==> src/rtl/phase_seq_monitor.sv <==
// Monitors the phase codes of an upstream 1->2->(3)->4->1 Moore sequencer.
// It tracks lock, counts completed cycles, phase-3 skips and illegal transitions.
module phase_seq_monitor #(
    parameter int CNT_W = 8
) (
    input  logic             clk,
    input  logic             reset,
    input  logic [2:0]       phase_in,
    input  logic             phase_valid,
    input  logic             clear,
    output logic             lock,
    output logic [2:0]       last_phase,
    output logic             cycle_done,
    output logic             err_pulse,
    output logic [CNT_W-1:0] cycle_count,
    output logic [CNT_W-1:0] skip_count,
    output logic [CNT_W-1:0] err_count
);

    typedef enum logic {
        UNLOCKED = 1'b0,
        LOCKED   = 1'b1
    } state_t;

    state_t             state_r;
    logic               lock_r;
    logic [2:0]         last_phase_r;
    logic               cycle_done_r;
    logic               err_pulse_r;
    logic [CNT_W-1:0]   cycle_count_r;
    logic [CNT_W-1:0]   skip_count_r;
    logic [CNT_W-1:0]   err_count_r;

    logic               legal_s;
    logic               wrap_s;
    logic               skip_s;

    function automatic logic is_legal(input logic [2:0] prev, input logic [2:0] cur);
        logic ok;
        case ({prev, cur})
            {3'd1, 3'd2}: ok = 1'b1;
            {3'd2, 3'd3}: ok = 1'b1;
            {3'd2, 3'd4}: ok = 1'b1;
            {3'd3, 3'd4}: ok = 1'b1;
            {3'd4, 3'd1}: ok = 1'b1;
            default:      ok = 1'b0;
        endcase
        return ok;
    endfunction

    // Counters stick at all-ones instead of wrapping.
    function automatic logic [CNT_W-1:0] sat_inc(input logic [CNT_W-1:0] v);
        logic [CNT_W-1:0] r;
        if (v == {CNT_W{1'b1}}) begin
            r = v;
        end else begin
            r = v + CNT_W'(1);
        end
        return r;
    endfunction

    assign legal_s = is_legal(last_phase_r, phase_in);
    assign wrap_s  = (last_phase_r == 3'd4) && (phase_in == 3'd1);
    assign skip_s  = (last_phase_r == 3'd2) && (phase_in == 3'd4);

    // Tracker FSM, pulses and event counters.
    always_ff @(posedge clk or posedge reset) begin
        if (reset) begin
            state_r       <= UNLOCKED;
            lock_r        <= 1'b0;
            last_phase_r  <= 3'd0;
            cycle_done_r  <= 1'b0;
            err_pulse_r   <= 1'b0;
            cycle_count_r <= {CNT_W{1'b0}};
            skip_count_r  <= {CNT_W{1'b0}};
            err_count_r   <= {CNT_W{1'b0}};
        end else if (clear) begin
            state_r       <= UNLOCKED;
            lock_r        <= 1'b0;
            last_phase_r  <= 3'd0;
            cycle_done_r  <= 1'b0;
            err_pulse_r   <= 1'b0;
            cycle_count_r <= {CNT_W{1'b0}};
            skip_count_r  <= {CNT_W{1'b0}};
            err_count_r   <= {CNT_W{1'b0}};
        end else begin
            cycle_done_r <= 1'b0;
            err_pulse_r  <= 1'b0;
            if (phase_valid) begin
                case (state_r)
                    UNLOCKED: begin
                        if (phase_in == 3'd1) begin
                            state_r      <= LOCKED;
                            lock_r       <= 1'b1;
                            last_phase_r <= 3'd1;
                        end
                    end
                    LOCKED: begin
                        if (legal_s) begin
                            last_phase_r <= phase_in;
                            if (wrap_s) begin
                                cycle_done_r  <= 1'b1;
                                cycle_count_r <= sat_inc(cycle_count_r);
                            end
                            if (skip_s) begin
                                skip_count_r <= sat_inc(skip_count_r);
                            end
                        end else begin
                            err_pulse_r <= 1'b1;
                            err_count_r <= sat_inc(err_count_r);
                            // A stray 1 is taken as the start of a new cycle.
                            if (phase_in == 3'd1) begin
                                last_phase_r <= 3'd1;
                            end else begin
                                state_r <= UNLOCKED;
                                lock_r  <= 1'b0;
                            end
                        end
                    end
                    default: begin
                        state_r <= UNLOCKED;
                        lock_r  <= 1'b0;
                    end
                endcase
            end
        end
    end

    assign lock        = lock_r;
    assign last_phase  = last_phase_r;
    assign cycle_done  = cycle_done_r;
    assign err_pulse   = err_pulse_r;
    assign cycle_count = cycle_count_r;
    assign skip_count  = skip_count_r;
    assign err_count   = err_count_r;

endmodule

==> config.mk <==
export PLATFORM = sky130hd
export DESIGN_NAME = phase_seq_monitor
export DESIGN_NICKNAME = d
export VERILOG_FILES = /design/src/rtl/phase_seq_monitor.sv
export SDC_FILE = /design/constraint.sdc
export NUM_CORES = 1
export LEC_CHECK = 0
export CORE_MARGIN = 2
export CORE_UTILIZATION = 54
export DETAILED_ROUTE_END_ITERATION = 12
export PLACE_DENSITY = 0.84
export SYNTH_ARGS = -nofsm -noshare
export SYNTH_HDL_FRONTEND = slang
export SYNTH_SLANG_ARGS = --single-unit
==> constraint.sdc <==
create_clock -name clk -period 4.08 [get_ports clk]
set_input_delay 0.816 -clock clk [delete_from_list [all_inputs] [get_ports clk]]
set_output_delay 0.816 -clock clk [all_outputs]
set_load 0.02 [all_outputs]
==> summary.txt, run 1 <==
Outcome
  • Status: completed

Clock network
  • CTS Sinks: 31
  • PostCTS Resize Cnt: 0
  • CTS tree: built
  • Hold Buf Count CTS: 0
  • H-tree Lvls: 2
  • Clock Latency Late Sink: 330 ps
  • Num CTS Buffers: 5
  • Post-CTS setup buffers: 0
  • Root Buffer: clkbuf_4
  • Clk buf depth: 2
  • CTS clock-pin slew for the worst setup and hold paths: 100 ps

Yosys
  • Simple-Gate Fraction of Synth Area: 0.283
  • Yosys top cell area share: 0.456
  • Largest family of logic cells by synthesized area: simple AND/OR/NAND/NOR gates
  • Multiplexer share of the synthesized area: 0.0309
  • Top-count cell post-synth: dfrtp_1
  • Synth warn: 0
  • Synth area leaders: dfrtp_1 (46%), nor2_1 (4.6%), xor2_1 (4.1%), nand4_1 (3.3%), and3_1 (2.9%)
  • Synth Cell Area: 1700 um^2
  • Most frequent cells after synthesis: dfrtp_1 (31), nor2_1 (21), nand2_1 (11)
  • Register area share after synthesis: 0.456
  • Post-synthesis cell type count: 50
  • Mapped Cells: 176
  • Mapped Nets: 186
  • Ys async rst share: 1.00
  • Post-synth EDFFs: 0
  • Seq cells post-synth: 31
  • Synth Area in Compound Gates: 0.121
  • Xor and xnor area share after synthesis: 0.0515
  • Avg Cell Area, Syn: 9.66 um^2
  • Main synth FF type: dfrtp_1
  • Post-Synth Adder-Cell Area: 0.0221
  • Synth area leader: dfrtp_1

STA
  • Slew @ Worst Pin: 1130 ps
  • Slew HR: 0.243
  • RSZ-0062 raised after global routing: false
  • Min Tclk post-route: 2610 ps
  • Fin crit share: 0.639
  • Layout Skew: 14.6 ps
  • FMAX: 384 MHz
  • Final setup vio count: 0
  • Final hold viol count: 0
  • Fin Setup TNS: 0 ps
  • Slew Limit Fails: 0

Setup path
  • R2R cell count: 5
  • Reg2reg end: err_count[4]
  • CP max stage delay: 570 ps
  • Crit path launch type: input pin
  • Slowest-stage cell, CP: clkdlybuf4s50_1
  • CP Capture Point: err_count[4]
  • CP Class: input pin to flip-flop
  • CP arrival: 2810 ps
  • Flop2flop setup slack: 2090 ps
  • Kind of cell adding the most delay to the critical path: buffers and inverters
  • Worst setup path start: phase_in[0]
  • Crit. End Element: flip-flop
  • Worst Path Max Fanout: 16
  • Cell Chain, Critical Path: clkdlybuf4s50_1 > nor3b_1 > o2bb2ai_1 > a31o_2 > nor3_1 > mux2_1
  • Critical Path RT: 4290 ps
  • Worst reg2reg startpoint: last_phase[2]
  • Worst path depth: 6
  • CP bufs+invs: 1

Place
  • Post-detail-place hpwl: 2890 um
  • Port Buf Inserts: 36
  • Routability congestion estimate: 0.948
  • Placed cell areas: 2090 um^2
  • Placed insts: 250

GRT
  • Total track usage: 0.260
  • Initial antenna violation count: 0
  • Largest net degree at the start of global routing: 32
  • Vias in the first global route: 1553
  • Congestion Overflow GR: 0
  • First-pass GRT wire length: 6800 um

Die
  • # IOs: 37
  • Die area: 3610 um^2
  • Core Region: 3030 um^2
  • Die W: 60.1 um
  • Starting density of the core: 0.562
  • Die Span Y: 60.1 um
  • Row cnt: 20

Power
  • Maximum VDD drop: 0.243 mV
  • Pleak: 0.920 nW
  • Tot Pwr: 0.549 mW
  • Pwr dens: 255 nW/um^2

Routing
  • 1st-iter DRT viols: 117
  • Drt total wl: 4120 um
  • TritonRoute pass-1 iters: 4
  • Vias per cell: 6.10
  • Detailed-route DRC error count: 0
  • Vias: 1574
  • WL/cell: 16.0 um
  • Post-DRT Antenna Nets: 0

Finish
  • Final std cells w/o fill: 258
  • Fin nets: 223
  • Antenna cells: 0
  • Final instance area: 2150 um^2
  • Area delta synth->final: 26.7%
  • Layout cell share with drive strength beyond 1: 0.0654

Run
  • Max_cap viols: 0

Hold path
  • Hold crit path type: flip-flop to flip-flop
==> layout make-up <==
cell class | count | area, um^2
Clock buffer | 8 | 68.8
Fill cell | 247 | 873
Inverter | 6 | 22.5
Multi-Input combinational cell | 132 | 865
Sequential cell | 31 | 776
Tap cell | 44 | 55.1
Timing Repair Buffer | 37 | 368
==> registers in the layout (all words and copies together), names as in the netlist <==
signal and cells:
cycle_count 8, cycle_done 1, err_count 8, err_pulse 1, last_phase 3, lock 1, skip_count 8, state_r 1
==> metrics by stage <==
step / util / worst slack [ps] / hold slack, ps
floorplan: - / 2020 / 520
global placement: 0.689 / 1350 / 532
detailed placement: 0.689 / 1210 / 552
CTS: 0.712 / 1520 / 582
global route: 0.712 / 1370 / 625
finish: 0.712 / 1470 / 575
==> worst register-to-register path, cell delays in order, from the launching register on <==
cell	delay, ps
dfrtp_1	470
nor3b_1	420
o2bb2ai_1	210
a31o_2	350
nor3_1	110
mux2_1	320
==> worst min path at each step <==
stage,cells past startpoint,from,slack [ps],end
floorplan,1,state_r,520,lock
global placement,1,cycle_count[6],530,cycle_count[6]
global route,1,cycle_count[6],620,cycle_count[6]
finish,2,cycle_count[4],570,cycle_count[4]
CTS,2,cycle_count[4],580,cycle_count[4]
detailed placement,1,cycle_count[6],550,cycle_count[6]
==> kinds of logic after synthesis <==
| logic type | Yosys count |
|---|---|
| compound gates | 28 |
| flops | 31 |
| xor+xnor | 10 |
| simple gates | 86 |
| fa+ha+maj | 3 |
| buf+inv | 13 |
| mux | 5 |
==> per-layer routing <==
metal / up-vias / GRT usage / wire length [um]
met4: 0 / 0.130 / 101
met5: - / 0 / 0
met2: 73 / 0.421 / 2050
li1: 718 / - / -
met3: 10 / 0.0736 / 275
met1: 773 / 0.314 / 1700
==> cells in the final DEF, fill, tap and decap left out, types with 2 or more instances in the layout <==
cell,instances
clkdlybuf4s50_1,36
dfrtp_1,31
nor2_1,21
nand2_1,11
nand4_1,9
and3_1,8
nand3_1,8
xor2_1,8
a21oi_1,7
and2_1,6
nor3_1,5
inv_1,5
clkbuf_4,5
mux2i_1,3
ha_1,3
nor3b_1,2
xnor2_1,2
nand3b_1,2
o21ai_1,2
and3_4,2
nor2b_1,2
mux2_1,2
o41ai_1,2
o31ai_1,2
or4_1,2
clkbuf_8,2
==> power by group <==
| group | switching (mW) | leakage (nW) | internal [mW] |
|---|---|---|---|
| combinational | 0.0207 | 0.449 | 0.0118 |
| sequential | 0.00151 | 0.433 | 0.308 |
| clock | 0.105 | 0.0386 | 0.101 |
| total | 0.127 | 0.920 | 0.421 |
Power figures use the tool's default switching activity.
==> run 2, diff against run 1 <==
--- a/config.mk
+++ b/config.mk
@@ -6,9 +6,9 @@
 export NUM_CORES = 1
 export LEC_CHECK = 0
 export CORE_MARGIN = 2
-export CORE_UTILIZATION = 54
+export CORE_UTILIZATION = 50
 export DETAILED_ROUTE_END_ITERATION = 12
-export PLACE_DENSITY = 0.84
+export PLACE_DENSITY = 0.79
 export SYNTH_ARGS = -nofsm -noshare
 export SYNTH_HDL_FRONTEND = slang
 export SYNTH_SLANG_ARGS = --single-unit
==> constraint.sdc (replaced) <==
create_clock -name clk -period 2.7 [get_ports clk]
set_input_delay 0.54 -clock clk [delete_from_list [all_inputs] [get_ports clk]]
set_output_delay 0.54 -clock clk [all_outputs]
set_load 0.02 [all_outputs]
==> summary.txt, run 2 (synthesized netlist as in run 1, its figures left out) <==
STA
  • Final setup vio count: 0 (unchanged)
  • FMAX: 432 MHz
  • Slew @ Worst Pin: 486 ps (was 1130 ps)
  • Final hold viol count: 0 (unchanged)
  • Min Tclk post-route: 2310 ps
  • Hold slack: 583 ps (was 575 ps)
  • RSZ-0062 raised after global routing: false (unchanged)
  • Layout Skew: 2.17 ps (was 14.6 ps)
  • Slew Limit Fails: 0 (unchanged)
  • Slew HR: 0.673 (was 0.243)
  • Fin Setup TNS: 0 ps (unchanged)
  • Fin crit share: 0.857

Routing
  • TritonRoute pass-1 iters: 4 (unchanged)
  • 1st-iter DRT viols: 129 (was 117)
  • WL/cell: 15.0 um (was 16.0 um)
  • Vias per cell: 5.87 (was 6.10)
  • Post-DRT Antenna Nets: 0 (unchanged)
  • Drt total wl: 3940 um (was 4120 um)
  • Vias: 1539 (was 1574)
  • Detailed-route DRC error count: 0 (unchanged)

Finish
  • Final instance area: 2170 um^2 (was 2150 um^2)
  • Area delta synth->final: 27.7% (was 26.7%)
  • Most common cell after layout, fill and taps aside: clkdlybuf4s50_1 (unchanged)
  • Final core occ: 0.656 (was 0.712)
  • Most frequent cells in the layout: clkdlybuf4s50_1 (36), dfrtp_1 (31), nor2_1 (21), nand2_1 (11), nand4_1 (9) (unchanged)
  • Layout cell share with drive strength beyond 1: 0.0741 (was 0.0654)
  • Final std cells w/o fill: 262 (was 258)
  • Fin nets: 225 (was 223)
  • Antenna cells: 0 (unchanged)

Setup path
  • Worst Path Max Fanout: 16 (unchanged)
  • Cell Chain, Critical Path: clkdlybuf4s50_1 > nor3b_1 > o2bb2ai_1 > a31o_2 > nor3_1 > mux2_1 (unchanged)
  • Crit path launch type: input pin (unchanged)
  • Worst setup path start: phase_in[0] (unchanged)
  • CP max stage delay: 560 ps (was 570 ps)
  • Crit. End Element: flip-flop (unchanged)
  • CP Class: input pin to flip-flop (unchanged)
  • Slowest-stage cell, CP: clkdlybuf4s50_1 (unchanged)
  • Flop2flop setup slack: 730 ps (was 2090 ps)
  • CP Capture Point: err_count[4] (unchanged)
  • Reg2reg end: err_count[3] (was err_count[4])
  • R2R cell count: 5 (unchanged)
  • Critical Path RT: 2930 ps (was 4290 ps)
  • CP arrival: 2540 ps (was 2810 ps)
  • Worst reg2reg startpoint: last_phase[2] (unchanged)

Outcome
  • Status: completed (unchanged)

GRT
  • Initial antenna violation count: 0 (unchanged)
  • Congestion Overflow GR: 0 (unchanged)
  • Vias in the first global route: 1585 (was 1553)
  • Total track usage: 0.228 (was 0.260)
  • Largest net degree at the start of global routing: 32 (unchanged)
  • First-pass GRT wire length: 7010 um (was 6800 um)

Run
  • Max_cap viols: 0 (unchanged)

Place
  • Placed insts: 254 (was 250)
  • Routability congestion estimate: 0.811 (was 0.948)
  • Port Buf Inserts: 36 (unchanged)
  • Placed cell areas: 2100 um^2 (was 2090 um^2)
  • Post-detail-place hpwl: 2890 um (about the same)

Die
  • Die W: 62.3 um (was 60.1 um)
  • Starting density of the core: 0.514 (was 0.562)
  • # IOs: 37 (unchanged)
  • Die area: 3880 um^2 (was 3610 um^2)
  • Core Region: 3310 um^2 (was 3030 um^2)
  • Row cnt: 21 (was 20)
  • Die Span Y: 62.3 um (was 60.1 um)

Power
  • Clock power frac: 0.375 (was 0.376)
  • Pleak: 0.929 nW (was 0.920 nW)
  • Pint: 0.638 mW (was 0.421 mW)
  • Combinational share of power: 0.062 (was 0.059)
  • Pwr dens: 382 nW/um^2 (was 255 nW/um^2)
  • Sw Ratio: 0.232 (about the same)
  • Sw power: 0.192 mW (was 0.127 mW)
  • Sequential Power Share: 0.563 (was 0.564)
  • Maximum VDD drop: 0.292 mV (was 0.243 mV)

Clock network
  • Num CTS Buffers: 5 (unchanged)
  • CTS clock-pin slew for the worst setup and hold paths: 90 ps (was 100 ps)
  • PostCTS Resize Cnt: 0 (unchanged)
  • CTS tree: built (unchanged)
  • Hold Buf Count CTS: 0 (unchanged)
  • Clock Latency Late Sink: 330 ps (about the same)
  • CTS Sinks: 31 (unchanged)
  • Clk buf depth: 2 (unchanged)
  • Post-CTS setup buffers: 0 (unchanged)
  • H-tree Lvls: 2 (unchanged)
  • Root Buffer: clkbuf_4 (unchanged)

Hold path
  • Hold crit path type: input pin to asynchronous set/reset pin (was flip-flop to flip-flop)
run 2: cell count changes in the layout (fill, tap and decap cells not counted):
cell,before,now
buf_4,1,3
run 2: layout make-up:
| cell class | instances | area [um^2] |
|---|---|---|
| Multi-Input combinational cell | 132 | 865 |
| Tap cell | 46 | 57.6 |
| Fill cell | 284 | 1140 |
| Inverter | 6 | 22.5 |
| Sequential cell | 31 | 776 |
| Timing Repair Buffer | 39 | 383 |
| Clock buffer | 8 | 68.8 |
run 2: critical path, delay by kind of cell:
| family | cells | cell delay, ps |
|---|---|---|
| muxes | 1 | 320 |
| AOI/OAI and AO/OA | 2 | 550 |
| and+or+nand+nor | 2 | 570 |
| buffers and inverters | 1 | 560 |
run 2: worst min-delay path by stage:
stage,to,startpoint,cells past startpoint,slack (ps)
finish,skip_count[1],reset,3,580
global route,cycle_count[6],cycle_count[6],1,610
CTS,skip_count[3],reset,3,580
floorplan,lock,state_r,1,520
global placement,cycle_count[6],cycle_count[6],1,530
detailed placement,cycle_count[6],cycle_count[6],1,560
run 2: through the flow:
stage	setup WS [ps]	power (mW)
floorplan	848	0.503
CTS	412	0.843
global route	319	0.877
global placement	226	0.527
detailed placement	43.3	0.528
finish	387	0.831
run 2: power by group through the flow:
stage                     Sequential (mW)  Clock [mW]  Combinational, mW
after floorplan                     0.478           0             0.0251
after global placement              0.477           0             0.0500
after detailed placement            0.477           0             0.0515
after CTS                           0.467       0.324             0.0517
after global routing                0.468       0.353             0.0568
final                               0.467       0.312             0.0515
run 2: layer usage:
layer,vias to the layer above,GRT usage,wire length (um)
met1,767,0.276,1710
met3,8,0.0725,180
met2,40,0.374,1970
met5,-,0,0
li1,724,-,-
met4,0,0.103,78
==> run 3, diff against run 2 <==
--- a/config.mk
+++ b/config.mk
@@ -8,6 +8,7 @@
 export CORE_MARGIN = 2
 export CORE_UTILIZATION = 50
 export DETAILED_ROUTE_END_ITERATION = 12
+export GPL_TIMING_DRIVEN = 0
 export PLACE_DENSITY = 0.79
 export SYNTH_ARGS = -nofsm -noshare
 export SYNTH_HDL_FRONTEND = slang
==> summary.txt, run 3 (synthesized netlist as in run 1, its figures left out) <==
Die
  • Starting density of the core: 0.514 (unchanged)
  • Core Region: 3310 um^2 (unchanged)
  • Die W: 62.3 um (unchanged)
  • Die area: 3880 um^2 (unchanged)
  • Die Span Y: 62.3 um (unchanged)
  • # IOs: 37 (unchanged)
  • Row cnt: 21 (unchanged)

Routing
  • TritonRoute pass-1 iters: 4 (unchanged)
  • Detailed-route DRC error count: 0 (unchanged)
  • Vias per cell: 5.92 (was 5.87)
  • Drt total wl: 4100 um (was 3940 um)
  • Vias: 1568 (was 1539)
  • WL/cell: 15.5 um (was 15.0 um)
  • Post-DRT Antenna Nets: 0 (unchanged)
  • 1st-iter DRT viols: 96 (was 129)

STA
  • Final hold viol count: 0 (unchanged)
  • Fin Setup TNS: 0 ps (unchanged)
  • Min Tclk post-route: 2270 ps (was 2310 ps)
  • Slew HR: 0.207 (was 0.673)
  • FMAX: 440 MHz (was 432 MHz)
  • Slew @ Worst Pin: 1190 ps (was 486 ps)
  • Final setup vio count: 0 (unchanged)
  • Slew Limit Fails: 0 (unchanged)
  • RSZ-0062 raised after global routing: false (unchanged)
  • Fin crit share: 0.841 (was 0.857)
  • Layout Skew: 10.1 ps (was 2.17 ps)

Setup path
  • Kind of cell adding the most delay to the critical path: buffers and inverters (was simple AND/OR/NAND/NOR gates)
  • CP max stage delay: 580 ps (was 560 ps)
  • CP bufs+invs: 2 (was 1)
  • Crit path launch type: input pin (unchanged)
  • Slowest-stage cell, CP: clkdlybuf4s50_1 (unchanged)
  • Critical Path RT: 2950 ps (was 2930 ps)
  • Worst path depth: 7 (was 6)
  • CP arrival: 2520 ps (was 2540 ps)
  • Crit. End Element: flip-flop (unchanged)
  • R2R cell count: 6 (was 5)
  • Cell Chain, Critical Path: clkdlybuf4s50_1 > nor3b_1 > o2bb2ai_1 > a31o_2 > buf_2 > nor4_1 > o21a_1 (was clkdlybuf4s50_1 > nor3b_1 > o2bb2ai_1 > a31o_2 > nor3_1 > mux2_1)
  • Worst Path Max Fanout: 10 (was 16)
  • CP Class: input pin to flip-flop (unchanged)

Clock network
  • CTS clock-pin slew for the worst setup and hold paths: 100 ps (was 90 ps)
  • Clk buf depth: 2 (unchanged)
  • CTS tree: built (unchanged)
  • CTS Sinks: 31 (unchanged)
  • PostCTS Resize Cnt: 0 (unchanged)
  • Clock Latency Late Sink: 350 ps (was 330 ps)
  • Num CTS Buffers: 5 (unchanged)
  • Post-CTS setup buffers: 0 (unchanged)
  • Hold Buf Count CTS: 0 (unchanged)
  • H-tree Lvls: 2 (unchanged)
  • Root Buffer: clkbuf_4 (unchanged)

GRT
  • Largest net degree at the start of global routing: 32 (unchanged)
  • First-pass GRT wire length: 7000 um (was 7010 um)
  • Total track usage: 0.225 (was 0.228)
  • Initial antenna violation count: 0 (unchanged)
  • Congestion Overflow GR: 0 (unchanged)
  • Vias in the first global route: 1565 (was 1585)

Place
  • Routability congestion estimate: 0.828 (was 0.811)
  • Post-detail-place hpwl: 2910 um (was 2890 um)
  • Placed cell areas: 2110 um^2 (was 2100 um^2)
  • Port Buf Inserts: 35 (was 36)
  • Placed insts: 257 (was 254)

Finish
  • Most frequent cells in the layout: clkdlybuf4s50_1 (35), dfrtp_1 (31), nor2_1 (21), nand2_1 (11), nand4_1 (9) (was clkdlybuf4s50_1 (36), dfrtp_1 (31), nor2_1 (21), nand2_1 (11), nand4_1 (9))
  • Antenna cells: 0 (unchanged)
  • Fin nets: 228 (was 225)
  • # fillers: 288 (was 284)
  • Layout cell share with drive strength beyond 1: 0.0776 (was 0.0741)
  • Area delta synth->final: 28.0% (was 27.7%)
  • Most common cell after layout, fill and taps aside: clkdlybuf4s50_1 (unchanged)
  • Final std cells w/o fill: 265 (was 262)
  • Final instance area: 2180 um^2 (was 2170 um^2)

Hold path
  • Hold path cells: 2
  • Hold crit path type: flip-flop to flip-flop (was input pin to asynchronous set/reset pin)

Power
  • Pleak: 0.937 nW (was 0.929 nW)
  • Pwr dens: 383 nW/um^2 (was 382 nW/um^2)
  • Tot Pwr: 0.834 mW (was 0.831 mW)
  • Maximum VDD drop: 0.237 mV (was 0.292 mV)

Outcome
  • Status: completed (unchanged)

Run
  • Max_cap viols: 0 (unchanged)
[run 3: final timing paths]
| path | from | endpoint | slack [ps] |
|---|---|---|---|
| min in group asynchronous | reset | last_phase[1] | 810 |
| max in group asynchronous | reset | cycle_count[2] | 1180 |
| hold reg to reg | skip_count[5] | skip_count[5] | 570 |
| hold / removal | skip_count[5] | skip_count[5] | 570 |
| setup / recovery | phase_in[0] | err_count[7] | 430 |
| setup reg to reg | err_count[0] | err_count[0] | 840 |
[run 3: report_power, final]
group / leakage [nW] / switching, mW / internal (mW) / total [mW]
Clock: 0.0386 / 0.164 / 0.153 / 0.317
Sequential: 0.433 / 0.00212 / 0.466 / 0.468
Combinational: 0.466 / 0.0322 / 0.0167 / 0.0489
[run 3: stage by stage]
stage	setup WS (ps)	hold WS, ps	util
global route	327	625	0.658
finish	428	575	0.658
CTS	478	580	0.658
global placement	206	534	0.637
detailed placement	134	557	0.637
floorplan	848	520	-
[run 3: cell type report]
cell class	count	area (um^2)	share of cell area
inverter	6	22.5	0.0103
clock buffer	8	68.8	0.0316
timing repair buffer	35	350	0.161
buffer	7	37.5	0.0172
multi-input combinational	132	865	0.397
sequential	31	776	0.356
tap	46	57.6	0.0264
[run 3: routing by layer]
metal,global-route usage,share of wire
met2,0.372,0.48
met1,0.279,0.46
met4,0.0972,0.013
met3,0.0598,0.050
met5,0,0
[run 3: worst reg2reg max path: cells and delay by family, from the launching register on]
kind          cells  cell delay [ps]
fa+ha+maj         1              260
mux               1              360
buf+inv           1              130
flops             1              430
simple gates      3              570
